==> config.mk <==
export PLATFORM = sky130hd
export DESIGN_NAME = orientation_scheduler
export DESIGN_NICKNAME = d
export VERILOG_FILES = /design/src/rtl/orientation_scheduler.sv
export SDC_FILE = /design/constraint.sdc
export NUM_CORES = 1
export LEC_CHECK = 0
export ABC_AREA = 1
export CAP_MARGIN = 10
export CORE_MARGIN = 4
export CORE_UTILIZATION = 50
export DETAILED_ROUTE_END_ITERATION = 8
export PLACE_DENSITY = 0.9
export SYNTH_ARGS = -nofsm -noshare
export SYNTH_HDL_FRONTEND = slang
export SYNTH_SLANG_ARGS = --single-unit
==> constraint.sdc <==
create_clock -name i_clk -period 3.7 [get_ports i_clk]
set_input_delay 0.74 -clock i_clk [delete_from_list [all_inputs] [get_ports i_clk]]
set_output_delay 0.74 -clock i_clk [all_outputs]
set_load 0.02 [all_outputs]
==> src/rtl/orientation_scheduler.sv <==
// Queues ORB keypoints, fetches 7 patch columns per keypoint, waits for the moment unit and emits {x,y,mx,my}.
// Column reads start 1 cycle after a pop. A result is held in OUT until i_kp_ready. o_req_ready is low while the queue is full.
module orientation_scheduler #(
  parameter int WIDTH      = 640,
  parameter int HEIGHT     = 480,
  parameter int X_W        = 10,
  parameter int Y_W        = 9,
  parameter int MOM_W      = 13,
  parameter int FIFO_DEPTH = 4,
  parameter int TIMEOUT    = 15
) (
  input  logic                    i_clk,
  input  logic                    i_rst_n,
  input  logic                    i_req_valid,
  output logic                    o_req_ready,
  input  logic [X_W-1:0]          i_req_x,
  input  logic [Y_W-1:0]          i_req_y,
  output logic                    o_rd_en,
  output logic [X_W-1:0]          o_rd_x,
  output logic [Y_W-1:0]          o_rd_y,
  input  logic [55:0]             i_rd_data,
  output logic                    o_col_valid,
  output logic [2:0]              o_col_idx,
  output logic [55:0]             o_col_data,
  input  logic                    i_mom_valid,
  input  logic signed [MOM_W-1:0] i_mx,
  input  logic signed [MOM_W-1:0] i_my,
  output logic                    o_kp_valid,
  input  logic                    i_kp_ready,
  output logic [X_W-1:0]          o_kp_x,
  output logic [Y_W-1:0]          o_kp_y,
  output logic signed [MOM_W-1:0] o_mx,
  output logic signed [MOM_W-1:0] o_my,
  output logic                    o_drop,
  output logic                    o_err
);
  localparam int PTR_W = $clog2(FIFO_DEPTH);

  typedef enum logic [1:0] {IDLE, FETCH, WAIT, OUT} state_t;

  state_t         state;
  logic [X_W-1:0] q_x [FIFO_DEPTH];
  logic [Y_W-1:0] q_y [FIFO_DEPTH];
  logic [PTR_W-1:0] wr_ptr, rd_ptr;
  logic [PTR_W:0] count;
  logic [2:0]     col;
  logic [3:0]     wait_cnt;
  logic [X_W-1:0] kp_x;
  logic [Y_W-1:0] kp_y;
  logic           full, in_bounds, push, pop, kp_hs;

  assign full        = (count == (PTR_W+1)'(FIFO_DEPTH));
  assign o_req_ready = !full;
  // Patch must fit entirely inside the image, so x-3 can never underflow.
  assign in_bounds   = (i_req_x >= X_W'(3)) && (i_req_x <= X_W'(WIDTH - 4)) &&
                       (i_req_y >= Y_W'(3)) && (i_req_y <= Y_W'(HEIGHT - 4));
  assign push        = i_req_valid && o_req_ready && in_bounds;
  assign kp_hs       = (state == OUT) && o_kp_valid && i_kp_ready;
  assign pop         = (count != '0) && ((state == IDLE) || kp_hs);
  assign o_col_data  = o_col_valid ? i_rd_data : 56'd0;

  always_ff @(posedge i_clk) begin
    if (push) begin
      q_x[wr_ptr] <= i_req_x;
      q_y[wr_ptr] <= i_req_y;
    end
  end

  always_ff @(posedge i_clk) begin
    if (!i_rst_n) begin
      state       <= IDLE;
      wr_ptr      <= '0;
      rd_ptr      <= '0;
      count       <= '0;
      col         <= '0;
      wait_cnt    <= '0;
      kp_x        <= '0;
      kp_y        <= '0;
      o_rd_en     <= 1'b0;
      o_rd_x      <= '0;
      o_rd_y      <= '0;
      o_col_valid <= 1'b0;
      o_col_idx   <= '0;
      o_kp_valid  <= 1'b0;
      o_kp_x      <= '0;
      o_kp_y      <= '0;
      o_mx        <= '0;
      o_my        <= '0;
      o_drop      <= 1'b0;
      o_err       <= 1'b0;
    end else begin
      o_drop      <= i_req_valid && o_req_ready && !in_bounds;
      o_err       <= 1'b0;
      o_col_valid <= o_rd_en;
      o_col_idx   <= o_rd_en ? col : 3'd0;
      count       <= count + (PTR_W+1)'(push) - (PTR_W+1)'(pop);
      if (push) wr_ptr <= wr_ptr + 1'b1;

      // Pop serves both IDLE and OUT-handshake, so back-to-back keypoints skip IDLE.
      if (pop) begin
        rd_ptr  <= rd_ptr + 1'b1;
        kp_x    <= q_x[rd_ptr];
        kp_y    <= q_y[rd_ptr];
        o_rd_en <= 1'b1;
        col     <= 3'd0;
        o_rd_x  <= q_x[rd_ptr] - X_W'(3);
        o_rd_y  <= q_y[rd_ptr];
        state   <= FETCH;
      end

      case (state)
        IDLE: ;
        FETCH: begin
          if (col == 3'd6) begin
            o_rd_en  <= 1'b0;
            wait_cnt <= '0;
            state    <= WAIT;
          end else begin
            col    <= col + 3'd1;
            o_rd_x <= o_rd_x + X_W'(1);
          end
        end
        WAIT: begin
          if (i_mom_valid) begin
            o_mx       <= i_mx;
            o_my       <= i_my;
            o_kp_x     <= kp_x;
            o_kp_y     <= kp_y;
            o_kp_valid <= 1'b1;
            state      <= OUT;
          end else if (wait_cnt == 4'(TIMEOUT)) begin
            o_err <= 1'b1;
            state <= IDLE;
          end else begin
            wait_cnt <= wait_cnt + 4'd1;
          end
        end
        OUT: begin
          if (kp_hs) begin
            o_kp_valid <= 1'b0;
            if (!pop) state <= IDLE;
          end
        end
        default: state <= IDLE;
      endcase
    end
  end
endmodule

== Word level (Yosys, flattened, before mapping) ==
Memories as Yosys holds them, arrays and structs flattened. A register that Yosys moved wholly into a read port is not among the register bits.
Index checks and enable logic that the tools add are counted.

* $add $sub $neg: 8
* Mux-type cells: 29
* Bitwise logic cells: 2
* Equality and inequality tests: 11
* Reduce and logical (&&, ||, !) cells: 22
* Order comparisons: 4

{| class="wikitable"
|+ Operator list
! cell !! count
|-
| $mux W56 || 1
|-
| $mux W10 || 3
|-
| $mux W2 || 8
|-
| $mux W4 || 3
|-
| $add A10 B1 Y10 const B || 1
|-
| $ge A10 B2 Y1 const B || 1
|-
| $le A10 B10 Y1 const B || 1
|-
| $ne A2 B2 Y1 const B || 5
|-
| $sub A10 B2 Y10 const B || 1
|-
| $ge A9 B2 Y1 const B || 1
|-
| $le A9 B9 Y1 const B || 1
|-
| $logic_and A1 B1 Y1 || 9
|-
| $mux W3 || 3
|-
| $mux W1 || 8
|-
| $pmux W4 S2 || 1
|-
| $eq A3 B3 Y1 const B || 2
|-
| $pmux W2 S3 || 1
|-
| $add A2 B1 Y2 const B || 2
|-
| $add A4 B1 Y4 const B || 1
|-
| $eq A2 B2 Y1 const B || 2
|-
| $eq A4 B4 Y1 const B || 1
|-
| $reduce_and A2 Y1 || 2
|-
| $reduce_and A4 Y1 || 1
|-
| $reduce_bool A2 Y1 || 2
|-
| other kinds (12) || 15
|}

* Memory bits (writable): 76
* Memories kept: 2
* Word-level logic and storage cells: 96
* Register bits: 89
* Bits of input ports: 106

{| class="wikitable"
|+ Memories
! memory !! words !! bits a word !! read ports !! clocked after memory_dff !! write ports !! line !! RTL
|-
| q_x || 4 || 10 || 1 || 1 || 1 || 42 || <nowiki>logic [X_W-1:0] q_x [FIFO_DEPTH];</nowiki>
|-
| q_y || 4 || 9 || 1 || 1 || 1 || 43 || <nowiki>logic [Y_W-1:0] q_y [FIFO_DEPTH];</nowiki>
|}

== Depth between registers and ports, before layout ==
Gate-level depths: netlist of the first run.

* Depth in word-level cells: 9
* Mapped depth: 15

== Least setup slack after synthesis of the first run ==
OpenSTA, ideal clock, no wires.

* Kind: input to register
* From: in i_req_x[2]
* To: mem q_x[0][0] (enable)
* Stages on the path: 7
* Data arrival time: 2138 ps
* Data required time: 3305 ps
* Path buffers: 0
* Setup slack: 1167 ps
* Cells stage by stage: nand2_1 -> inv_1 -> o21ai_0 -> o21ai_0 -> nand2_1 -> nand4_1 -> nor2_1

* Cells in the longest elaborated chain, start to end: 7
* Elaborated cells on any way between the ends: 8
* Those cells by class: order compare (2); mux (2); reduce/logical (4)

{| class="wikitable"
|+ RTL lines
! element !! line !! RTL
|-
| start, declared || 16 || <nowiki>input logic [X_W-1:0] i_req_x,</nowiki>
|-
| $ge A10 B2 Y1 or $le A10 B10 Y1 (tied branches) || 55 || <nowiki>assign in_bounds = (i_req_x >= X_W'(3)) && (i_req_x <= X_W'(WIDTH - 4)) &&</nowiki>
|-
| $logic_and A1 B1 Y1 * (2 in series) || 55 ||
|-
| $logic_and A1 B1 Y1 * || 56 || <nowiki>(i_req_y >= Y_W'(3)) && (i_req_y <= Y_W'(HEIGHT - 4));</nowiki>
|-
| $logic_and A1 B1 Y1 * || 57 || <nowiki>assign push = i_req_valid && o_req_ready && in_bounds;</nowiki>
|-
| $mux W1 * || 63 || <nowiki>if (push) begin</nowiki>
|-
| $mux W1 (not written as such) * || 64 || <nowiki>q_x[wr_ptr] <= i_req_x;</nowiki>
|-
| end, declared || 42 ||
|}

Every way passes the cells marked *; elsewhere a longest branch is shown, timed or not.

== Worst setup path after layout of the first run ==
* From: reg o_col_valid
* To: out o_col_data[48]

* Cells in the longest elaborated chain, start to end: 1

{| class="wikitable"
|+ RTL lines
! element !! line !! RTL
|-
| start, declared || 22 || <nowiki>output logic o_col_valid,</nowiki>
|-
| start signal, assigned || 94 || <nowiki>o_col_valid <= o_rd_en;</nowiki>
|-
| $mux W56 || 60 || <nowiki>assign o_col_data = o_col_valid ? i_rd_data : 56'd0;</nowiki>
|-
| end, declared || 24 || <nowiki>output logic [55:0] o_col_data,</nowiki>
|}

Every way passes these cells.

==> flow_summary.toml, run 1 <==
[yosys]
ys_seq_area_frac = 0.561
synthCells = 927
synth_warnings = 0
ys_types = 35
syn_area_um2 = 7630
synthesis.nets = 1045
synth-seq-cells = 176
syn_avg_cell_area_um2 = 8.24

[critical_path]
crit_fanout = 32
cp.arrival_ns = 2.20
end_kind = "output pin"
worst_setup_path_start_kind = "flip-flop"
worstSetupPathType = "reg -> out"
crit_required_ns = 2.96

[grt]
antenna_found_initial = 0
grt_start_max_net_pins = 60
grt_pass1_vias = 6510
track_usage = 0.242
grt_pass1_wl_um = 33600
grt-ovfl-total = 0

[floorplan]
die_h_um = 132
start_util = 0.517
die_area_um2 = 17300
rows = 44
fp.dieW_um = 132
ios = 235
fp.coreArea_um2 = 14800

[sta]
rsz0062_at_grt = "no"
setup_viol = 0
min_period_ns = 2.94
relSlewSlack = 0.487
clock_skew_ns = 0.00801
finalHoldViolCount = 0
drv_slew = 0
min_period_over_period = 0.795
fmax_mhz = 340
worst_pin_slew_ns = 0.768
setup_tns_ns = 0

[clock_network]
cts_tree = "built"
cts_buffer_depth = 2
cts.htree.levels = 4
post-cts-setup-buffer-count = 0
path_clk_slew_ns = 0.06
insertion_delay_ns = 0.42
root_buffer = "clkbuf_16"
hold_buffers = 0
ctsResizeCount = 0
cts.sinks = 176
cts_buffers = 17

[routing]
detail_route.iter0.violations = 407
drt-total-wl_um = 21300
viasPerCell = 5.12
wl_per_cell_um = 15.9
ant_nets = 0
drt-pass1-iter-count = 8
drc_errors = 0
vias = 6876

[cells_and_area]
fin_util = 0.723
fillCellCount = 1103
drive_above_1_share = 0.0474
area_growth_pct = 39.7
seq_area_um2 = 4290
diodes = 0
fin_nets = 1265
multiInputGateArea_um2 = 2700

[job]
cap_violations = 0

[worst_hold_path]
hold_path.class = "reg -> reg"

[outcome]
status = "finished, final reports clean"

[power_and_ir_drop]
p_per_area_nw_per_um2 = 602
p_leak_nw = 4.70
ir_drop_mv = 0.530
p_total_mw = 6.43

[placement]
hpwl_um = 15000
gp_congestion = 0.815
portBuffers = 234
[worst max-delay path, stage by stage (launching register included)]
cell and delay [ns]:
dfxtp_2 0.60, buf_4 0.38, nand2_1 0.09, inv_1 0.07, clkdlybuf4s50_1 0.63
[cells by family (layout without fill, tap and decap cells)]
family,after synthesis,count (layout),synth area share
compound gates,159,159,0.109
xor+xnor,4,4,0.00459
fa+ha+maj,12,12,0.0206
buf+inv,161,394,0.0862
flops,176,176,0.561
simple gates,415,415,0.218
[final cells by class]
| type | instances | share of cell area |
|---|---|---|
| Sequential cell | 176 | 0.402 |
| Timing Repair Buffer | 247 | 0.229 |
| Clock inverter | 11 | 0.0121 |
| Inverter | 115 | 0.0405 |
| Clock buffer | 21 | 0.0422 |
| Tap cell | 184 | 0.0216 |
| Multi-Input combinational cell | 590 | 0.253 |
[cell usage in the layout, fill, tap and decap left out, types with 2 or more instances in the layout]
| cell type | netlist | final |
|---|---|---|
| clkdlybuf4s50_1 | 0 | 233 |
| xnor2_1 | 2 | 2 |
| o21ai_0 | 103 | 103 |
| xor2_1 | 2 | 2 |
| clkinv_2 | 0 | 2 |
| inv_1 | 112 | 112 |
| nor2_2 | 2 | 3 |
| inv_6 | 0 | 4 |
| nor3_1 | 4 | 4 |
| clkinvlp_4 | 0 | 2 |
| buf_4 | 5 | 12 |
| nand3_1 | 49 | 49 |
| a211oi_1 | 3 | 3 |
| o21bai_1 | 2 | 2 |
| edfxtp_1 | 76 | 76 |
| ha_1 | 11 | 11 |
| inv_2 | 2 | 2 |
| dfxtp_1 | 100 | 99 |
| nor2_1 | 176 | 175 |
| nand4_1 | 2 | 2 |
| a31oi_1 | 9 | 9 |
| nand2_1 | 172 | 172 |
| bufinv_16 | 0 | 2 |
| clkbuf_1 | 20 | 3 |
| o211ai_1 | 3 | 3 |
| a21oi_1 | 36 | 36 |
| nand2_2 | 5 | 5 |
| clkbuf_16 | 0 | 17 |
[sequential cells by signal, summed over array words and instances, names as in the netlist, named ones only]
signal / flops
wr_ptr: 2
kp_x: 10
rd_ptr: 2
o_mx: 13
kp_y: 9
o_my: 13
o_drop: 1
o_err: 1
o_kp_x: 10
q_x: 40
q_y: 36
o_rd_x: 10
state: 2
o_kp_valid: 1
o_rd_en: 1
col: 3
o_col_valid: 1
count: 3
wait_cnt: 4
o_kp_y: 9
o_col_idx: 3
[report_power, final]
group | total [mW] | switching (mW) | internal (mW)
combinational | 2.18 | 1.33 | 0.849
sequential | 2.49 | 0.237 | 2.26
clock | 1.75 | 0.732 | 1.02
total | 6.43 | 2.30 | 4.12
[synth_stat cells (all sizes together)]
cell type,number,area share
xnor2,2,0.0023
nor3,4,0.0026
nand3b,1,0.00098
nand3,49,0.032
nor3b,1,0.00098
xor2,2,0.0023
a21oi,36,0.024
o211ai,3,0.0029
nand4,2,0.0016
a31oi,9,0.0074
nand2,177,0.089
a311oi,1,0.0011
buf,26,0.020
ha,11,0.018
o21a,1,0.00098
edfxtp,76,0.30
o21ai,104,0.068
nor2,179,0.090
a211oi,3,0.0029
o21bai,2,0.0020
dfxtp,100,0.26
fa,1,0.0026
clkbuf,20,0.0098
clkinv,1,0.00049
inv,114,0.056
nor2b,1,0.00082
nor4,1,0.00082
[through the flow]
stage | area, um2 | setup slack [ns] | instances | hold slack (ns)
after floorplan | 7630 | 1.17 | 927 | 0.442
after global placement | 10100 | 0.675 | 1312 | 0.464
after detailed placement | 10100 | 0.582 | 1312 | 0.473
after CTS | 10700 | 0.744 | 1344 | 0.486
after global routing | 10700 | 0.616 | 1344 | 0.506
final | 10700 | 0.759 | 1344 | 0.484
[final timing paths]
| check | startpoint | slack, ns | depth (start not counted) | to |
|---|---|---|---|---|
| max | o_col_valid$_SDFF_PN0_ | 0.76 | 4 | o_col_data[48] |
| max reg2reg | flip-flop | 1.14 | 14 | o_rd_x[8]$_SDFF_PN0_ |
| min reg2reg | kp_x[7]$_SDFFE_PN0P_ | 0.48 | 2 | o_kp_x[7]$_SDFFE_PN0P_ |
| min | kp_x[7]$_SDFFE_PN0P_ | 0.48 | 2 | o_kp_x[7]$_SDFFE_PN0P_ |
[per-layer routing]
metal	vias up	global-route usage	part of all wire
met5	-	0	0
met4	0	0.0869	0.026
met3	38	0.0550	0.058
met2	264	0.455	0.53
met1	3161	0.265	0.38
li1	3413	-	-
Note: power is estimated with default switching activity, not from simulation.
==> inputs of run 2 (changes only) <==
--- a/config.mk
+++ b/config.mk
@@ -8,9 +8,9 @@
 export ABC_AREA = 1
 export CAP_MARGIN = 10
 export CORE_MARGIN = 4
-export CORE_UTILIZATION = 50
+export CORE_UTILIZATION = 47
 export DETAILED_ROUTE_END_ITERATION = 8
-export PLACE_DENSITY = 0.9
+export PLACE_DENSITY = 0.85
 export SYNTH_ARGS = -nofsm -noshare
 export SYNTH_HDL_FRONTEND = slang
 export SYNTH_SLANG_ARGS = --single-unit
==> constraint.sdc (replaced) <==
create_clock -name i_clk -period 2.84 [get_ports i_clk]
set_input_delay 0.568 -clock i_clk [delete_from_list [all_inputs] [get_ports i_clk]]
set_output_delay 0.568 -clock i_clk [all_outputs]
set_load 0.02 [all_outputs]
==> run 2 against run 1 <==
Clock-buffer cell count decreased by 3. Cell count increased by 4.4%. Power increased by 33%. Non-clock buffer count increased by 27. First-iteration DRC count increased by 17%. Global-route usage increased by 0.26 points. Utilization decreased by 3.4 points. Register-to-register slack got worse by 0.54 ns. Sequential power increased by 28%. Via count increased by 2.7%. Largest cell class unchanged. Clock skew increased by 0.0016 ns. Sequential share of layout area decreased by 1.0 points.
==> flow_summary.toml, run 2 (synthesis gave the netlist of run 1 again) <==
[outcome]
status = "finished, final reports clean"

[grt]
grt_pass1_wl_um = 35000
grt_start_max_net_pins = 58
grt-ovfl-total = 0
grt_pass1_vias = 7003
antenna_found_initial = 0
track_usage = 0.244

[critical_path]
critical-path-top-delay-family = "adder cells"
worst_setup_path_start_kind = "primary input"
cpMaxStageDelayCell = "clkdlybuf4s50_1"
slowest_delay_ns = 0.60
crit_buf_inv = 2
cp.arrival_ns = 2.93
worstSetupPathType = "in -> reg"
crit_required_ns = 3.16
crit_chain = "clkdlybuf4s50_1 -> nor2_1 -> nand2_1 -> nor2_1 -> nor2_1 -> nand4_1 -> ha_1 -> inv_1 -> ha_1 -> fa_1 -> xnor2_1 -> nor2_1"
end_kind = "flip-flop"
crit_fanout = 6
cp_common_cell = "nor2_1"

[routing]
vias = 7061
viasPerCell = 5.03
drt-total-wl_um = 22700
drc_errors = 0
wl_per_cell_um = 16.2
detail_route.iter0.violations = 477
ant_nets = 0
drt-pass1-iter-count = 5

[sta]
clock_skew_ns = 0.00958
drv_slew = 0
relSlewSlack = 0.628
finalHoldViolCount = 0
setup_viol = 0
rsz0062_at_grt = "no"
min_period_over_period = 0.917
fmax_mhz = 384
min_period_ns = 2.61
fin_hold_ws_ns = 0.480
worst_pin_slew_ns = 0.558

[cells_and_area]
final_area_um2 = 11000
area_growth_pct = 43.5
layout_common_cells = "clkdlybuf4s50_1, nor2_1, nand2_1"
fillCellCount = 1233
fin_cells = 1403
final_common_cell = "clkdlybuf4s50_1"
top_regs = "q_x (40), q_y (36)"
drive_above_1_share = 0.0708
largest_reg_flops = 40
largest-register = "q_x"
diodes = 0
fin_nets = 1292

[clock_network]
cts.sinks = 176
cts_buffers = 17
hold_buffers = 0
root_buffer = "clkbuf_16"
ctsResizeCount = 0
cts.htree.levels = 4
cts_tree = "built"
insertion_delay_ns = 0.43
path_clk_slew_ns = 0.07
cts_buffer_depth = 2

[floorplan]
die_h_um = 135
fp.coreArea_um2 = 15900
start_util = 0.481
die_area_um2 = 18300
rows = 46
fp.dieW_um = 135
ios = 235

[power_and_ir_drop]
ir_drop_mv = 0.493
p_per_area_nw_per_um2 = 778
p_leak_nw = 4.85
p_total_mw = 8.52

[placement]
portBuffers = 234
hpwl_um = 16300
dp_cells = 1370
gp_congestion = 0.820
dpl-instance-area_um2 = 10400

[worst_hold_path]
hold_path.class = "reg -> reg"

[job]
cap_violations = 0
[run 2: cell types whose count changed in the layout (fill, tap and decap cells not counted)]
cell        before  now
clkinv_2         2    3
clkbuf_1         3    1
buf_4           12   36
inv_6            4    5
clkinv_4         1    2
inv_8            0    1
clkinvlp_4       2    1
buf_12           1    4
clkbuf_8         1    0
[run 2: power breakdown]
part	switching [mW]	leakage [nW]	internal, mW
logic	1.84	3.06	1.16
clock network	1.01	0.288	1.31
registers	0.247	1.51	2.94
total	3.10	4.85	5.42
[run 2: per-stage QoR]
step	TNS (ns)	setup slack [ns]	utilization
global placement	-0.113	-0.0788	0.652
floorplan	0	0.479	-
CTS	0	0.172	0.689
detailed placement	-0.321	-0.186	0.652
finish	0	0.234	0.690
global route	0	0.0167	0.690
[run 2: layout make-up]
class / instances / area, um2 / area share
Clock buffer: 18 / 429 / 0.0392
Sequential cell: 176 / 4290 / 0.391
Multi-Input combinational cell: 590 / 2700 / 0.246
Timing Repair Buffer: 274 / 2690 / 0.245
Tap cell: 216 / 270 / 0.0247
Inverter: 115 / 432 / 0.0394
Clock inverter: 14 / 155 / 0.0142
[run 2: timing repair]
| action | 4_1_cts | 5_1_grt |
|---|---|---|
| setup buffers | 0 | 1 |
| endpoints found under the setup margin | 0 | 1 |
| endpoints found under the hold margin | 0 | 0 |
[run 2: path summary, 6_finish.rpt]
check                      start                      end  slack [ns]  depth (start not counted)
max                   i_req_x[2]      count[2]$_SDFF_PN0_        0.23                         12
max reg2reg  count[1]$_SDFF_PN0_      count[2]$_SDFF_PN0_        0.60                         11
min            col[1]$_SDFF_PN0_  o_col_idx[1]$_SDFF_PN0_        0.48                          2
min reg2reg    col[1]$_SDFF_PN0_  o_col_idx[1]$_SDFF_PN0_        0.48                          2
[run 2: per-layer routing]
layer | routed length, um | vias to the layer above | global-route usage | part of all wire
met5 | 0 | - | 0 | 0
met2 | 11900 | 283 | 0.457 | 0.52
li1 | - | 3468 | - | -
met4 | 802 | 0 | 0.104 | 0.035
met1 | 8210 | 3255 | 0.257 | 0.36
met3 | 1770 | 55 | 0.0643 | 0.078
[run 2: worst reg2reg max path, stage by stage, from the launching register on]
cell	delay, ns
dfxtp_1	0.36
inv_1	0.10
nand3_1	0.11
nand2_1	0.08
inv_1	0.11
nand4_1	0.19
ha_1	0.34
inv_1	0.04
ha_1	0.19
fa_1	0.40
xnor2_1	0.17
nor2_1	0.05
==> inputs of run 3 (changes only) <==
--- a/config.mk
+++ b/config.mk
@@ -6,10 +6,12 @@
 export NUM_CORES = 1
 export LEC_CHECK = 0
 export ABC_AREA = 1
+export ABC_CLOCK_PERIOD_IN_PS = 2840
 export CAP_MARGIN = 10
 export CORE_MARGIN = 4
 export CORE_UTILIZATION = 47
 export DETAILED_ROUTE_END_ITERATION = 8
+export HOLD_SLACK_MARGIN = 0.15
 export PLACE_DENSITY = 0.85
 export SYNTH_ARGS = -nofsm -noshare
 export SYNTH_HDL_FRONTEND = slang
==> results of run 3 <==
Final layout, timing and power as in run 2 (identical DEF).
